**src/rtl/hc595_ctrl.sv**
```systemverilog
// hc595_ctrl: serializes a {segment, digit-select} frame into a chain of
// two 74HC595 shift registers. One frame is FRAME_BITS bits; each bit takes
// four sys_clk cycles (ds update, idle, shcp rise, frame bookkeeping).
// sel[0] is shifted first and seg[0] last, then stcp latches the frame.
module hc595_ctrl #(
  parameter int SEL_W = 6,
  parameter int SEG_W = 8
) (
  input  logic             sys_clk,
  input  logic             sys_rst_n,
  input  logic [SEL_W-1:0] sel,
  input  logic [SEG_W-1:0] seg,
  output logic             stcp,
  output logic             shcp,
  output logic             ds,
  output logic             oe
);

  localparam int FRAME_BITS = SEL_W + SEG_W;
  localparam int CNT_W      = $clog2(FRAME_BITS);

  localparam logic [CNT_W-1:0] LAST_BIT = CNT_W'(FRAME_BITS - 1);

  // Phases of the 4-cycle bit slot, named by what happens on that edge.
  localparam logic [1:0] PH_DS   = 2'd0;  // present next bit, shcp falls
  localparam logic [1:0] PH_RISE = 2'd2;  // shcp rises, 595 samples ds
  localparam logic [1:0] PH_LAST = 2'd3;  // advance bit index / end frame

  logic [1:0]            cnt_4_q,   cnt_4_d;
  logic [CNT_W-1:0]      cnt_bit_q, cnt_bit_d;
  logic [FRAME_BITS-1:0] data_q,    data_d;
  logic                  ds_q,      ds_d;
  logic                  shcp_q,    shcp_d;
  logic                  stcp_q,    stcp_d;

  logic [FRAME_BITS-1:0] frame_new;
  logic                  frame_end;

  // Last edge of the last bit slot: capture the next frame and latch this one.
  assign frame_end = (cnt_4_q == PH_LAST) && (cnt_bit_q == LAST_BIT);

  // Build the frame: sel in the low bits, seg bit-reversed above it so that
  // seg[0] lands in the final shifted position.
  always_comb begin
    frame_new = '0;
    frame_new[SEL_W-1:0] = sel;
    for (int i = 0; i < SEG_W; i++) begin
      frame_new[FRAME_BITS-1-i] = seg[i];
    end
  end

  // Next-state logic for counters, frame register and pin registers.
  always_comb begin
    // NOTE: every signal gets a default before any branch so no path leaves
    // it unassigned; a missing default here would infer a latch.
    cnt_4_d   = cnt_4_q + 2'd1;
    cnt_bit_d = cnt_bit_q;
    data_d    = data_q;
    ds_d      = ds_q;
    shcp_d    = shcp_q;
    stcp_d    = frame_end;

    if (cnt_4_q == PH_LAST) begin
      cnt_bit_d = (cnt_bit_q == LAST_BIT) ? '0 : cnt_bit_q + 1'b1;
    end

    if (frame_end) begin
      data_d = frame_new;
    end

    if (cnt_4_q == PH_DS) begin
      ds_d   = data_q[cnt_bit_q];
      shcp_d = 1'b0;
    end else if (cnt_4_q == PH_RISE) begin
      shcp_d = 1'b1;
    end
  end

  // State registers; reset clears everything so a fresh frame starts at bit 0.
  always_ff @(posedge sys_clk or negedge sys_rst_n) begin
    if (!sys_rst_n) begin
      cnt_4_q   <= '0;
      cnt_bit_q <= '0;
      data_q    <= '0;
      ds_q      <= 1'b0;
      shcp_q    <= 1'b0;
      stcp_q    <= 1'b0;
    end else begin
      // NOTE: non-blocking assignments so every register samples the
      // pre-edge value of the others, independent of statement order.
      cnt_4_q   <= cnt_4_d;
      cnt_bit_q <= cnt_bit_d;
      data_q    <= data_d;
      ds_q      <= ds_d;
      shcp_q    <= shcp_d;
      stcp_q    <= stcp_d;
    end
  end

  assign ds   = ds_q;
  assign shcp = shcp_q;
  assign stcp = stcp_q;
  // Outputs of the 595s stay disabled while the controller is held in reset.
  assign oe   = ~sys_rst_n;

endmodule

```
**config.mk**
```make
export PLATFORM = sky130hd
export DESIGN_NAME = hc595_ctrl
export DESIGN_NICKNAME = d
export VERILOG_FILES = /design/src/rtl/hc595_ctrl.sv
export SDC_FILE = /design/constraint.sdc
export NUM_CORES = 1
export LEC_CHECK = 0
export ABC_AREA = 1
export CAP_MARGIN = 20
export CORE_AREA = 2 2 50 52
export DETAILED_ROUTE_END_ITERATION = 8
export DIE_AREA = 0 0 52 54
export PLACE_DENSITY = 0.79
export SLEW_MARGIN = 20
export SYNTH_ARGS = -nofsm -noshare
export SYNTH_HDL_FRONTEND = slang
export SYNTH_SLANG_ARGS = --single-unit
```
**constraint.sdc**
```tcl
create_clock -name sys_clk -period 1.65 [get_ports sys_clk]
set_clock_uncertainty 0.05 [all_clocks]
set_input_delay 0.165 -clock sys_clk [delete_from_list [all_inputs] [get_ports sys_clk]]
set_output_delay 0.165 -clock sys_clk [all_outputs]
set_load 0.005 [all_outputs]
```
==> flow_metrics.env, run 1 <==
export IMPL_status="completed"
export IMPL_grt_usage=0.1669
export IMPL_antenna_found_initial=0
export IMPL_synth_top_family_by_area="simple AND/OR/NAND/NOR gates"
export IMPL_routedWlPerCell_um=10.57
export IMPL_die_y_um=54
export IMPL_grt_first_pass_wirelength_um=3443
export IMPL_finish_utilization=0.5777
export IMPL_muxShareOfSynthArea=0
export IMPL_clockBufferDepth=2
export IMPL_yosys_warnings=0
export IMPL_start_util=0.4833
export IMPL_finalHoldViolations=0
export IMPL_rsz0062_at_grt="no"
export IMPL_synth_cell_type_count=18
export IMPL_crit_arrival_ps=1180
export IMPL_period_share=0.8432
export IMPL_hpwl_um=1445
export IMPL_slew_headroom=0.7595
export IMPL_synth_cells=130
export IMPL_synth_compound_area_frac=0.08817
export IMPL_grt_ovfl_total=0
export IMPL_p_leak_nw=0.6682
export IMPL_synthAdderAreaFrac=0.03348
export IMPL_crit_slowest_cell="clkdlybuf4s50_1"
export IMPL_cts_resized=0
export IMPL_first_iter_violations=19
export IMPL_die_width_um=52
export IMPL_reg2reg_to="ds"
export IMPL_finalSetupViolCount=0
export IMPL_cts_sink_count=23
export IMPL_rows=18
export IMPL_synthesis_nets=149
export IMPL_synth_simple_gate_area_frac=0.2433
export IMPL_synth_xor_area_frac=0
export IMPL_setup_tns_ps=0
export IMPL_seqCellArea_sq_um=575.6
export IMPL_wl_um=1914
export IMPL_vdd_drop_max_v=0.0003540
export IMPL_worstMarginPinSlew_ps=360.8
export IMPL_place_gp_congestion=0.7979
export IMPL_coreArea_sq_um=2320
export IMPL_clkSlewWorstSetupHoldPaths_ps=120
export IMPL_cap_violations=0
export IMPL_htreeDepth=1
export IMPL_fmax_mhz=718.7
export IMPL_crit_type="register to primary output"
export IMPL_max_stage_delay_ps=500
export IMPL_vias=859
export IMPL_cts_tree="yes"
export IMPL_fillCellCount=201
export IMPL_path_buf_inv=1
export IMPL_post_cts_buffers=0
export IMPL_pwr_density_cell_nw_per_um2=652.0
export IMPL_grt_max_degree=29
export IMPL_nNetsFinal=171
export IMPL_min_period_ps=1391
export IMPL_port_buffers=19
export IMPL_syn_area_per_cell_sq_um=8.624
export IMPL_worstSkewPairLatency_ps=320
export IMPL_grt_pass1_vias=863
export IMPL_reg2reg_slack_ps=280
export IMPL_final_antenna_net_count=0
export IMPL_viasPerCell=4.746
export IMPL_cp_end_kind="primary output"
export IMPL_cts_made_buffers=3
export IMPL_path_delay_family="buffers and inverters"
export IMPL_die_area_sq_um=2808
export IMPL_ys_ff_latch=23
export IMPL_worst_path_max_fanout=2
export IMPL_drcViolationCount=0
export IMPL_root_buffer="clkbuf_4"
export IMPL_diodes=0
export IMPL_crit_chain="clkdlybuf4s50_1"
export IMPL_multi_input_area_sq_um=409.1
export IMPL_maxSlewViolCount=0
export IMPL_hold_buffers=0
export IMPL_ff2ff_path_depth=8
export IMPL_io_pins=20
export IMPL_area_delta_synth_final_pct=19.53
export IMPL_yosysSeqAreaShare=0.5134
export IMPL_worstSetupStartpointType="register"
export IMPL_drive_above_1_share=0.1060
export IMPL_crit_required_ps=1430
export IMPL_syn_area_sq_um=1121
export IMPL_r2r_start="cnt_bit_q[0]"
export IMPL_hold_path_class="primary input to async pin"
export IMPL_first_pass_iters=4
[how the worst max path moves through the flow]
stage | startpoint | end | depth (start not counted)
2_1_floorplan | cnt_4_q[1] | data_q[5] | 8
3_3_place_gp | sys_rst_n | oe | 3
3_5_place_dp | sys_rst_n | oe | 3
4_1_cts | ds | ds | 1
5_1_grt | cnt_bit_q[0] | ds | 8
6_report | ds | ds | 1
[area by class of cell]
cell class	count	area share
Clock buffer	4	0.01961
Tap cell	30	0.02801
Sequential cell	23	0.4295
Inverter	23	0.07003
Multi-Input combinational cell	81	0.3053
Timing Repair Buffer	20	0.1475
[placed cells by master, fill, tap and decap left out]
master / instances
a21oi_1: 1
buf_4: 1
clkbuf_1: 1
clkbuf_4: 3
clkdlybuf4s50_1: 19
dfrtp_1: 23
ha_1: 3
inv_1: 20
inv_2: 2
inv_8: 1
nand2_1: 41
nand2_2: 1
nand2_4: 2
nand3_1: 9
nand3b_1: 1
nor2_1: 7
nor2_4: 1
o21ai_0: 6
o21ai_1: 4
o21ai_2: 5
[synthesized netlist by cell type (all sizes together)]
cell type | count | share of area
nand2 | 44 | 0.16
dfrtp | 23 | 0.51
inv | 23 | 0.084
o21ai | 15 | 0.084
nand3 | 9 | 0.040
nor2 | 8 | 0.033
buf | 3 | 0.038
ha | 3 | 0.033
a21oi | 1 | 0.0045
nand3b | 1 | 0.0067
[worst reg2reg max path: stages, from the launching register on]
cell     delay [ps]
dfrtp_1         580
inv_2           140
o21ai_1         190
nand3_1          90
nand2_1          70
nand2_1          40
nand2_1          60
nand2_1          50
nand2_1          50
[kinds of logic (layout without fill, tap and decap cells)]
group                      Yosys count  in the layout
AOI/OAI and AO/OA                   16             16
DFF                                 23             23
buffers and inverters               26             47
adders and majority gates            3              3
and+or+nand+nor                     62             62
[power by group]
part           switching, mW  internal, mW
combinational         0.0163        0.0344
sequential                 0         0.563
clock                  0.165        0.0948
[metrics by stage]
step	instance area, sq um	power [mW]	setup slack (ps)	cells	hold slack [ps]
global placement	1314	0.6255	266.0	177	396.0
detailed placement	1314	0.6263	277.5	177	410.8
CTS	1340	0.8878	231.0	181	203.5
floorplan	1121	0.5752	415.6	130	-180.6
global route	1340	0.9132	107.6	181	209.3
finish	1340	0.8737	258.7	181	181.1
[state kept, by name (all words and copies together) (netlist names)]
name / flops
data_q: 14
cnt_bit_q: 4
cnt_4_q: 2
ds: 1
shcp: 1
stcp: 1
[metal layers]
layer	vias up	GRT usage	routed length, um
li1	437	-	-
met1	396	0.2028	801
met2	23	0.2975	1002
met3	3	0.01667	72
met4	0	0.07895	38
met5	-	0	0
Power figures use the tool's default switching activity.
==> run 2, diff against run 1 <==
--- a/config.mk
+++ b/config.mk
@@ -7,10 +7,10 @@
 export LEC_CHECK = 0
 export ABC_AREA = 1
 export CAP_MARGIN = 20
-export CORE_AREA = 2 2 50 52
+export CORE_AREA = 2 2 53 55
 export DETAILED_ROUTE_END_ITERATION = 8
-export DIE_AREA = 0 0 52 54
-export PLACE_DENSITY = 0.79
+export DIE_AREA = 0 0 55 57
+export PLACE_DENSITY = 0.74
 export SLEW_MARGIN = 20
 export SYNTH_ARGS = -nofsm -noshare
 export SYNTH_HDL_FRONTEND = slang
==> constraint.sdc (replaced) <==
create_clock -name sys_clk -period 1.26 [get_ports sys_clk]
set_clock_uncertainty 0.05 [all_clocks]
set_input_delay 0.126 -clock sys_clk [delete_from_list [all_inputs] [get_ports sys_clk]]
set_output_delay 0.126 -clock sys_clk [all_outputs]
set_load 0.005 [all_outputs]
==> run 2 against run 1 <==
The run now ends with negative setup slack left. First-iteration DRC count is 74% lower. Combinational power is 37% higher. Design area is 8.1% higher. Count of clock-buffer cells in the layout stayed put. Cell count is 5.0% higher. Worst setup slack worse by 290 ps. Core utilization is 2.4 points lower. Via count is 4.4% higher. Die area is 12% higher. Sequential cell count stayed put. Power is 31% higher. Register-to-register slack worse by 310 ps. Critical endpoint is now data_q[13].
==> flow_metrics.env, run 2 (synthesis results as in run 1) <==
export IMPL_viasPerCell=4.721
export IMPL_status="finished with violations"
export IMPL_max_stage_delay_ps=460
export IMPL_area_delta_synth_final_pct=29.24
export IMPL_fin_ws_ps=-29.35
export IMPL_grt_pass1_vias=860
export IMPL_period_share=1.023
export IMPL_pre_cts_slack_ps=-61.11
export IMPL_maxSlewViolCount=0
export IMPL_crit_top_cell="nand2_4"
export IMPL_crit_required_ps=1420
export IMPL_worstMarginPinSlew_ps=288.0
export IMPL_crit_arrival_ps=1450
export IMPL_path_buf_inv=2
export IMPL_top_regs="data_q x14, cnt_bit_q x4, cnt_4_q x2"
export IMPL_cap_violations=0
export IMPL_setup_tns_ps=-151.6
export IMPL_finish_utilization=0.5541
export IMPL_crit_chain="buf_4, nand2_4, nor2_4, nand2_4, inv_8, o21ai_0"
export IMPL_pwr_density_cell_nw_per_um2=792.0
export IMPL_finalSetupViolCount=10
export IMPL_start_util=0.4287
export IMPL_fillCellCount=252
export IMPL_drcViolationCount=0
export IMPL_violations="negative setup slack"
export IMPL_seqCellArea_sq_um=578.1
export IMPL_min_period_ps=1289
export IMPL_whs_ps=300.2
export IMPL_hpwl_um=1418
export IMPL_rows=19
export IMPL_crit_type="register to register"
export IMPL_reg2reg_to="data_q[13]"
export IMPL_finalHoldViolations=0
export IMPL_place_inst=183
export IMPL_grt_first_pass_wirelength_um=3456
export IMPL_grt_usage=0.1505
export IMPL_hold_path_class="primary input to register"
export IMPL_die_width_um=55
export IMPL_hold_depth=3
export IMPL_wl_um=2149
export IMPL_vias=897
export IMPL_rsz0062_at_grt="yes"
export IMPL_reg2reg_slack_ps=-30
export IMPL_cts_tree="yes"
export IMPL_final_antenna_net_count=0
export IMPL_die_y_um=57
export IMPL_port_buffers=19
export IMPL_hold_end="data_q[4]"
export IMPL_cts_sink_count=23
export IMPL_io_pins=20
export IMPL_clockBufferDepth=2
export IMPL_dpl_cell_area_sq_um=1353
export IMPL_crit_slowest_cell="dfrtp_2"
export IMPL_multi_input_area_sq_um=441.7
export IMPL_grt_ovfl_total=0
export IMPL_grt_max_degree=29
export IMPL_layout_common_cells="nand2_1 (35), dfrtp_1 (21), inv_1 (20), clkdlybuf4s50_1 (15), nand3_1 (8)"
export IMPL_hold_start="sel[4]"
export IMPL_slew_headroom=0.8080
export IMPL_worstSkewPairLatency_ps=310
export IMPL_p_total_mw=1.147
export IMPL_antenna_found_initial=0
export IMPL_regMostFlops="data_q"
export IMPL_coreArea_sq_um=2615
export IMPL_place_gp_congestion=0.8408
export IMPL_diodes=0
export IMPL_worstSetupStartpointType="register"
export IMPL_vdd_drop_max_v=0.0004931
export IMPL_p_leak_nw=0.7313
export IMPL_finish_instance_area_sq_um=1449
export IMPL_largest_register_ffs=14
export IMPL_nNetsFinal=179
export IMPL_r2r_start="cnt_bit_q[0]"
export IMPL_fin_cells=190
export IMPL_fmax_mhz=775.6
export IMPL_worst_path_max_fanout=14
export IMPL_drive_above_1_share=0.2075
export IMPL_first_iter_violations=5
export IMPL_ff2ff_path_depth=6
export IMPL_cts_made_buffers=3
export IMPL_cp_end_kind="register"
export IMPL_first_pass_iters=4
export IMPL_htreeDepth=1
export IMPL_clkSlewWorstSetupHoldPaths_ps=120
export IMPL_root_buffer="clkbuf_4"
export IMPL_path_delay_family="flip-flops"
export IMPL_die_area_sq_um=3135
export IMPL_final_common_cell="nand2_1"
export IMPL_routedWlPerCell_um=11.31
## run 2: timing repair
action | 4_1_cts | 5_1_grt
cloned | 0 | 1
hold buffers | 1 | 0
setup endpoints to repair | 17 | 16
gates resized for setup | 7 | 14
endpoints found under the hold margin | 23 | 0
pin swaps | 0 | 4
setup buffers | 0 | 1
## run 2: worst min-delay path, stage by stage
cell and delay (ps):
clkdlybuf4s50_1 400, nand2_1 60, o21ai_1 50
## run 2: where the power goes
| group | switching (mW) | total, mW | internal (mW) |
|---|---|---|---|
| Combinational | 0.0236 | 0.0697 | 0.0461 |
| Sequential | 0 | 0.738 | 0.738 |
| Clock | 0.216 | 0.340 | 0.124 |
| Total | 0.240 | 1.15 | 0.908 |
## run 2: routing by layer
metal,part of all wire,GRT usage,wire (um),up-vias
li1,-,-,-,453
met1,0.47,0.2007,1015,418
met2,0.47,0.2347,1000,21
met3,0.040,0.02356,87,5
met4,0.021,0.07317,45,0
met5,0,0,0,-
## run 2: area by class of cell
type | count | area share
Tap cell | 31 | 0.02677
Clock buffer | 4 | 0.01813
Sequential cell | 23 | 0.3990
Inverter | 23 | 0.06995
Timing Repair Buffer | 27 | 0.1736
Multi-Input combinational cell | 81 | 0.3048
Timing Repair inverter | 1 | 0.007772
## run 2: worst max path at each step
stage / to / from / slack, ps / cells past startpoint
after floorplan: data_q[5] / cnt_4_q[1] / 30 / 8
after global placement: oe / sys_rst_n / -70 / 3
after detailed placement: oe / sys_rst_n / -60 / 3
after CTS: data_q[1] / cnt_bit_q[0] / 1 / 7
after global routing: ds / cnt_bit_q[0] / -90 / 10
final: data_q[13] / cnt_bit_q[0] / -30 / 6
